`src/rtl/seg7_scan_decoder.sv`:
```
// seg7_scan_decoder: watches a multiplexed, active-low 7-segment bus,
// waits for each selected digit to settle for STABLE_CYCLES samples and
// captures its decoded BCD value, tracking illegal patterns and bad scans.
module seg7_scan_decoder #(
    parameter int unsigned STABLE_CYCLES = 4
) (
    input  logic        clk,
    input  logic        rst_n,
    input  logic [7:0]  seg_an,
    input  logic [6:0]  seg_h,
    input  logic        clr,
    output logic [31:0] digits,
    output logic [7:0]  dig_valid,
    output logic [7:0]  err_digit,
    output logic        an_err,
    output logic        upd_valid,
    output logic [2:0]  upd_idx,
    output logic [3:0]  upd_bcd,
    output logic        frame_done
);

    localparam logic [3:0] STABLE_N = 4'(STABLE_CYCLES);
    localparam logic [6:0] BLANK_H  = 7'h7F;

    typedef enum logic [1:0] {
        IDLE,
        TRACK,
        HELD
    } state_t;

    state_t      state, state_next;
    logic [3:0]  cnt, cnt_next;
    logic [7:0]  s_an, p_an;
    logic [6:0]  s_h, p_h;
    logic [7:0]  seen;

    logic [3:0]  an_low;
    logic        s_onehot;
    logic        s_multi;
    logic        changed;
    logic        capture;
    logic [2:0]  cap_idx;
    logic [3:0]  cap_bcd;
    logic        cap_blank;
    logic [7:0]  seen_set;
    logic        frame_full;

    // Number of active-low enables in a sample.
    function automatic logic [3:0] count_low(input logic [7:0] an);
        logic [3:0] n;
        n = '0;
        for (int unsigned i = 0; i < 8; i++) begin
            if (!an[i]) n = n + 4'd1;
        end
        return n;
    endfunction

    // Index of the (single) low enable bit.
    function automatic logic [2:0] low_index(input logic [7:0] an);
        logic [2:0] idx;
        idx = '0;
        for (int unsigned i = 0; i < 8; i++) begin
            if (!an[i]) idx = 3'(i);
        end
        return idx;
    endfunction

    // Segment pattern to BCD; 4'hF for blank or illegal patterns.
    function automatic logic [3:0] decode(input logic [6:0] h);
        logic [3:0] v;
        case (h)
            7'b0000001: v = 4'd0;
            7'b1001111: v = 4'd1;
            7'b0010010: v = 4'd2;
            7'b0000110: v = 4'd3;
            7'b1001100: v = 4'd4;
            7'b0100100: v = 4'd5;
            7'b0100000: v = 4'd6;
            7'b0001111: v = 4'd7;
            7'b0000000: v = 4'd8;
            7'b0000100: v = 4'd9;
            default:    v = 4'hF;
        endcase
        return v;
    endfunction

    // Stability FSM next-state and capture decision.
    // The capture uses the previous sample (the last one inside the stable
    // window); if the newest sample already differs, tracking restarts on it
    // instead of parking in HELD so the new pattern is not lost.
    always_comb begin
        state_next = state;
        cnt_next   = cnt;
        capture    = 1'b0;
        an_low     = count_low(s_an);
        s_onehot   = (an_low == 4'd1);
        s_multi    = (an_low >= 4'd2);
        changed    = (s_an != p_an) || (s_h != p_h);
        cap_idx    = low_index(p_an);
        cap_bcd    = decode(p_h);
        cap_blank  = (p_h == BLANK_H);
        seen_set   = seen | (8'd1 << cap_idx);
        frame_full = &seen_set;

        case (state)
            IDLE: begin
                if (s_onehot) begin
                    state_next = TRACK;
                    cnt_next   = 4'd1;
                end else begin
                    cnt_next   = '0;
                end
            end
            TRACK: begin
                if (cnt >= STABLE_N) begin
                    capture = 1'b1;
                    if (!changed) begin
                        state_next = HELD;
                        cnt_next   = STABLE_N;
                    end else if (s_onehot) begin
                        state_next = TRACK;
                        cnt_next   = 4'd1;
                    end else begin
                        state_next = IDLE;
                        cnt_next   = '0;
                    end
                end else if (changed) begin
                    state_next = s_onehot ? TRACK : IDLE;
                    cnt_next   = s_onehot ? 4'd1 : 4'd0;
                end else begin
                    cnt_next   = cnt + 4'd1;
                end
            end
            HELD: begin
                if (changed) begin
                    state_next = s_onehot ? TRACK : IDLE;
                    cnt_next   = s_onehot ? 4'd1 : 4'd0;
                end
            end
            default: begin
                state_next = IDLE;
                cnt_next   = '0;
            end
        endcase
    end

    // Input sampling: current and previous registered samples.
    always_ff @(posedge clk or negedge rst_n) begin
        if (!rst_n) begin
            s_an <= 8'hFF;
            s_h  <= 7'h7F;
            p_an <= 8'hFF;
            p_h  <= 7'h7F;
        end else begin
            s_an <= seg_an;
            s_h  <= seg_h;
            p_an <= s_an;
            p_h  <= s_h;
        end
    end

    // FSM state and stability counter.
    always_ff @(posedge clk or negedge rst_n) begin
        if (!rst_n) begin
            state <= IDLE;
            cnt   <= '0;
        end else if (clr) begin
            state <= IDLE;
            cnt   <= '0;
        end else begin
            state <= state_next;
            cnt   <= cnt_next;
        end
    end

    // Captured digit state, error flags, frame tracking and update pulse.
    always_ff @(posedge clk or negedge rst_n) begin
        if (!rst_n) begin
            digits     <= '1;
            dig_valid  <= '0;
            err_digit  <= '0;
            an_err     <= 1'b0;
            upd_valid  <= 1'b0;
            upd_idx    <= '0;
            upd_bcd    <= 4'hF;
            frame_done <= 1'b0;
            seen       <= '0;
        end else if (clr) begin
            digits     <= '1;
            dig_valid  <= '0;
            err_digit  <= '0;
            an_err     <= 1'b0;
            upd_valid  <= 1'b0;
            frame_done <= 1'b0;
            seen       <= '0;
        end else begin
            an_err     <= an_err | s_multi;
            upd_valid  <= capture;
            frame_done <= 1'b0;
            if (capture) begin
                upd_idx                      <= cap_idx;
                upd_bcd                      <= cap_bcd;
                digits[{cap_idx, 2'b00} +: 4] <= cap_bcd;
                dig_valid[cap_idx]           <= (cap_bcd != 4'hF);
                if (cap_bcd == 4'hF && !cap_blank) begin
                    err_digit[cap_idx] <= 1'b1;
                end
                if (frame_full) begin
                    frame_done <= 1'b1;
                    seen       <= '0;
                end else begin
                    seen       <= seen_set;
                end
            end
        end
    end

endmodule

```
`config.mk`:
```
export PLATFORM = sky130hd
export DESIGN_NAME = seg7_scan_decoder
export DESIGN_NICKNAME = d
export VERILOG_FILES = /design/src/rtl/seg7_scan_decoder.sv
export SDC_FILE = /design/constraint.sdc
export NUM_CORES = 1
export LEC_CHECK = 0
export CORE_ASPECT_RATIO = 2
export CORE_MARGIN = 1.5
export CORE_UTILIZATION = 30
export DETAILED_ROUTE_END_ITERATION = 6
export SETUP_SLACK_MARGIN = 0.05
export SLEW_MARGIN = 40
export SYNTH_ARGS = -nofsm -noshare
export SYNTH_HDL_FRONTEND = slang
export SYNTH_SLANG_ARGS = --single-unit
export TNS_END_PERCENT = 100
```
`constraint.sdc`:
```
create_clock -name clk -period 5.6 [get_ports clk]
set_input_delay 1.12 -clock clk [delete_from_list [all_inputs] [get_ports clk]]
set_output_delay 1.12 -clock clk [all_outputs]
set_load 0.01 [all_outputs]
```
==> results of run 1 <==
==> synth_stat cells (11+ instances only) <==
cell type	number
xnor2_1	16
a21oi_1	37
dfstp_2	66
dfrtp_1	36
nor3_1	11
a31oi_1	14
nor2_1	59
nand3_1	11
nor2b_1	18
ha_1	14
a211o_1	20
inv_1	16
==> final timing paths <==
| kind | slack, ns | from | to | cells past startpoint |
|---|---|---|---|---|
| worst max-delay path | 0.74 | s_an[0]$_DFF_PN1_ | state[0]$_DFFE_PN0P_ | 20 |
| worst min-delay path | 0.38 | s_h[4]$_DFF_PN1_ | p_h[4]$_DFF_PN1_ | 0 |
| worst max register to register | 0.74 | s_an[0]$_DFF_PN1_ | state[0]$_DFFE_PN0P_ | 20 |
| max in group asynchronous | 3.75 | rst_n | dig_valid[3]$_DFFE_PN0P_ | 2 |
| worst min register to register | 0.38 | s_h[4]$_DFF_PN1_ | p_h[4]$_DFF_PN1_ | 0 |
| min in group asynchronous | 0.77 | rst_n | upd_valid$_DFF_PN0_ | 1 |
==> sequential cells by signal (all words and copies together), names as in the netlist, 3 cells and up <==
name       count
dig_valid      8
upd_idx        3
s_h            7
s_an           8
seen           8
p_an           8
err_digit      8
p_h            7
upd_bcd        4
digits        32
cnt            4
==> power by group <==
part           switching (W)  internal, W
sequential         0.0000289     0.000769
clock               0.000278     0.000321
combinational       0.000134     0.000114
==> critical path, cell delays in order, from the launching register on <==
cell and delay, ns:
dfstp_2 0.56, inv_1 0.05, ha_1 0.35, xnor2_1 0.21
ha_1 0.26, nand2b_1 0.09, o31a_1 0.21, inv_1 0.06
ha_1 0.28, nor2_1 0.21, a21oi_1 0.07, ha_1 0.32
nor2_1 0.06, a221oi_2 0.28, ha_1 0.32, mux2_2 0.29
ha_1 0.32, nor2_1 0.05, a221oi_1 0.38, nor4_2 0.08
a32o_1 0.29
==> kinds of logic (layout without fill, tap and decap cells) <==
kind of cell | after synthesis | count (layout) | share of synthesized area, %
muxes | 7 | 7 | 1.444
and+or+nand+nor | 155 | 155 | 15.94
buffers and inverters | 46 | 111 | 5.508
adders and majority gates | 14 | 14 | 3.427
xor gates and xnor gates | 29 | 29 | 6.047
AOI/OAI and AO/OA | 116 | 116 | 16.08
DFF | 102 | 102 | 51.55
==> metrics by stage <==
stage / hold WS [ns] / utilization (%) / cell area, sq um / cells
after CTS: 0.3817 / 37.28 / 6218 / 741
after detailed placement: 0.3706 / 35.52 / 5926 / 725
after global routing: 0.3851 / 37.29 / 6221 / 741
final: 0.3778 / 37.29 / 6221 / 741
after global placement: 0.3704 / 35.50 / 5922 / 725
after floorplan: 0.3519 / - / 5111 / 469
==> layout make-up <==
class,instances,area [sq um]
clock buffers,10,239.0
clock inverters,6,53.80
fillers,1633,10460
inverters,16,60.06
multi-input cells,321,2201
flip-flops and latches,102,2635
well taps,207,259.0
repair buffers,79,773.2
==> routing by layer <==
layer | global-route usage, % | part of all wire (%) | vias up | wire, microns
met5 | 0 | 0 | - | 0
met4 | 6.429 | 2.9 | 0 | 347
met3 | 2.068 | 3.6 | 16 | 431
met2 | 26.73 | 57 | 84 | 6887
met1 | 15.54 | 37 | 1873 | 4433
li1 | - | - | 1793 | -
==> layout by cell type, fill, tap and decap left out, types with 9 or more instances in the layout <==
cell type         n
a211o_1          20
a21oi_1          37
a31oi_1          14
clkbuf_16         9
clkdlybuf4s50_1  73
dfrtp_1          36
dfstp_2          66
ha_1             14
inv_1            16
nand2_1           9
nand3_1          11
nand4_1           9
nor2_1           58
nor2b_1          18
nor3_1           11
o31ai_1           9
xnor2_1          16
xor2_1            9
==> run metrics, run 1 <==
outcome completed; syn avg cell area 10.90 sq um; Critical Path Fanout Max 5; CTS tree built; vias 3766; Setup CP Type reg2reg; largest net degree at the start of global routing 57; MaxCap Viol Count 0; Longest Clk Path Bufs 2; prevailing post-synth register cell dfstp_2; Leakage Power 2.450 nW; Boundary Pins 76; CTS Buf Count 9; Yosys cell types 73; Synth Cell Area 5111 sq um; worst-margin pin slew 0.7397 ns; detailed-route wire length 12100 microns; final clock skew 0.006123 ns; Diodes inserted 0; total power 0.001645 W; # DRC 0; Seq/Total Area, Yosys 51.55%; CP Data Required Time 5.83 ns; DRT iter0 DRCs 165; first-pass GRT wire length 19890 microns; Nets 561; H-tree levels 3; setup bufs post-CTS 0; Chip Height 187.6 microns; row cnt 67; Post-synth EDFFs 0; number of port buffers 75; largest area contributor in the netlist dfstp_2; Syn. warnings 0; Final period util 86.78%; cts hold-fix bufs 0; drt wl/cell 16.33 microns; RSZ-0062 raised after global routing no; RD Place Congestion 0.8082; max_slew headroom 50.04%; min setup slack post-route 0.7404 ns; Area Overhead vs Synth 21.71%; pre-CTS WS 0.7320 ns; final hold viol count 0; vias per cell 5.082; syn nets 501; grt total ovfl 0; Initial Util 30.64%; clock slew at reported path FFs 0.07 ns; core footprint 16680 sq um; min-delay worst type reg2reg; DP HPWL 9092 microns; CP Launch Type flip-flop; Area contributors post-synth dfstp_2 34%, dfrtp_1 18%, nor2_1 4.3%, a21oi_1 3.6%, a211o_1 3.4%; Die Span X 95.30 microns; fmax 205.8 MHz; Cells after Synth 469; post-cts sizing count 0; Root Buffer clkbuf_16; layout cells sized above 1 20.60%; CTS Sinks 102; vias in the first global route 3828; CP endpoint kind flip-flop; Max Slew Vio Count 0; setup TNS 0 ns; arrival time worst endpoint 5.09 ns; VDD IR-drop max 0.1404 mV; Antenna Nets Post-Route 0; Async SR Flop Fraction 100.0%; initial antenna violation count 0; Die Area 17880 sq um; area fraction of the dominant cell type after synthesis 33.93%; power density cells 264.4 nW/um^2; DRT Pass-1 Iters 4; register bit total from synthesis 102; Clock Latency Late Sink 0.34 ns; final setup fails 0; GRT Total Usage 14.44%; minimum clock period 4.860 ns
No activity file was read; power rests on OpenSTA's default activity.
==> run 2, diff against run 1 <==
- REMOVE_ABC_BUFFERS: unset -> 1
==> run 2 against run 1 <==
Compared with the run above: clock-buffer cell count stayed put; register-to-register slack got worse by 0.02 ns; combinational power hardly changed; routed wire length decreased by 1.5%; sequential share of layout area hardly changed; cell count is the same; die area did not move; clock skew increased by 0.0028 ns; critical path type unchanged; highest routed layer unchanged.
==> run metrics, run 2 (same netlist as run 1, synthesis figures left out) <==
outcome completed; Chip Height 187.6 microns; crit-path most repeated cell ha_1; VDD IR-drop max 0.1373 mV; HP Start s_h[2]$_DFF_PN1_; Longest Clk Path Bufs 2; detailed-route wire length 11920 microns; Die Span X 95.30 microns; Antenna Nets Post-Route 0; clock slew at reported path FFs 0.07 ns; vias 3729; min-delay worst type reg2reg; flip-flop count of the largest register after layout 32; drt wl/cell 16.09 microns; Slowest cell on crit path dfstp_2; CP Launch Point s_an[0]$_DFF_PN1_; Die Area 17880 sq um; setup TNS 0 ns; vias per cell 5.032; number of port buffers 75; Max Slew Vio Count 0; final setup fails 0; crit path cell chain inv_1 > ha_1 > xnor2_1 > ha_1 > nand2b_1 > o31a_1 > inv_1 > ha_1 > nor2_1 > a21oi_1 > ha_1 > nor2_1 > a221oi_2 > ha_1 > mux2_2 > ha_1 > o311a_1 > nor4_2 > a32o_1; MaxCap Viol Count 0; Clock Latency Late Sink 0.35 ns; Root Buffer clkbuf_16; Boundary Pins 76; Final period util 87.18%; grt total ovfl 0; Setup CP Type reg2reg; RD Place Congestion 0.8027; most common cell after layout, fill and taps aside clkdlybuf4s50_1; CTS tree built; CP Launch Type flip-flop; arrival time worst endpoint 5.16 ns; fmax 204.8 MHz; fill count 1638; CP endpoint kind flip-flop; Nets 561; RSZ-0062 raised after global routing no; minimum clock period 4.882 ns; Cells after DPL 725; Area Overhead vs Synth 21.79%; pre-CTS WS 0.7103 ns; Reg with most FFs digits; power density cells 264.7 nW/um^2; worst-margin pin slew 0.7552 ns; max_slew headroom 49.47%; Diodes inserted 0; Critical Path Fanout Max 5; min setup slack post-route 0.7178 ns; worst r2r src s_an[0]$_DFF_PN1_; DRT iter0 DRCs 157; largest net degree at the start of global routing 57; CTS Buf Count 9; GRT Total Usage 14.31%; cts hold-fix bufs 0; layout cells sized above 1 20.60%; Finished Layout Cells 741; Leakage Power 2.450 nW; initial antenna violation count 0; final hold viol count 0; setup bufs post-CTS 0; CTS Sinks 102; CP peak stage delay 0.56 ns; H-tree levels 3; row cnt 67; post-cts sizing count 0; first-pass GRT wire length 19750 microns; Initial Util 30.64%; core footprint 16680 sq um; final clock skew 0.008890 ns; # DRC 0; DP HPWL 8734 microns; commonest non-fill, non-tap cells in the layout 73 x clkdlybuf4s50_1, 66 x dfstp_2, 58 x nor2_1, 37 x a21oi_1, 36 x dfrtp_1; vias in the first global route 3804; DRT Pass-1 Iters 4; CP Data Required Time 5.88 ns
run 2: power by group:
part           switching (W)  total (W)  internal (W)  leakage [nW]
Clock               0.000284   0.000606      0.000322         0.142
Sequential         0.0000285   0.000797      0.000768          1.19
Combinational       0.000132   0.000245      0.000114          1.12
run 2: layout make-up:
cell class	instances	area [sq um]	share of cell area (%)
clock buffers	10	239.0	3.839
clock inverters	6	53.80	0.8643
inverters	16	60.06	0.9648
multi-input cells	321	2205	35.42
flip-flops and latches	102	2635	42.33
well taps	207	259.0	4.161
repair buffers	79	773.2	12.42
run 2: critical path: cells and delay by family, from the launching register on:
family	cells	cell delay, ns
fa+ha+maj	6	1.86
mux	1	0.28
flops	1	0.56
compound gates	5	1.14
xor+xnor	1	0.22
buf+inv	2	0.11
simple gates	4	0.66
run 2: path summary, 6_finish.rpt:
kind	endpoint	slack (ns)	cells past startpoint
worst max register to register	cnt[0]$_DFFE_PN0P_	0.72	19
worst min-delay path	p_h[2]$_DFF_PN1_	0.38	0
min in group asynchronous	err_digit[4]$_DFFE_PN0P_	0.81	1
worst min register to register	p_h[2]$_DFF_PN1_	0.38	0
max in group asynchronous	upd_valid$_DFF_PN0_	3.73	2
worst max-delay path	cnt[0]$_DFFE_PN0P_	0.72	19
run 2: per-layer routing:
layer	track usage, %	share of wire (%)	up-vias	routed length [microns]
met5	0	0	-	0
met4	4.650	1.5	0	174
met3	2.879	3.8	10	452
met2	25.67	55	92	6604
met1	16.41	39	1840	4692
li1	-	-	1787	-
run 2: metrics by stage:
stage                     instance area, sq um  utilization, %  power (W)  hold slack (ns)
after CTS                                 6215           37.25   0.001670           0.3774
after floorplan                           4890               -  0.0009683           0.3598
after global routing                      6225           37.31   0.001740           0.3821
after detailed placement                  5922           35.50   0.001056           0.3670
final                                     6225           37.31   0.001648           0.3759
after global placement                    5922           35.50   0.001046           0.3668
==> run 3, diff against run 2 <==
- SETUP_SLACK_MARGIN: 0.05 -> 0.02
==> results of run 3 <==
Final layout, timing and power as in run 2 (identical DEF).
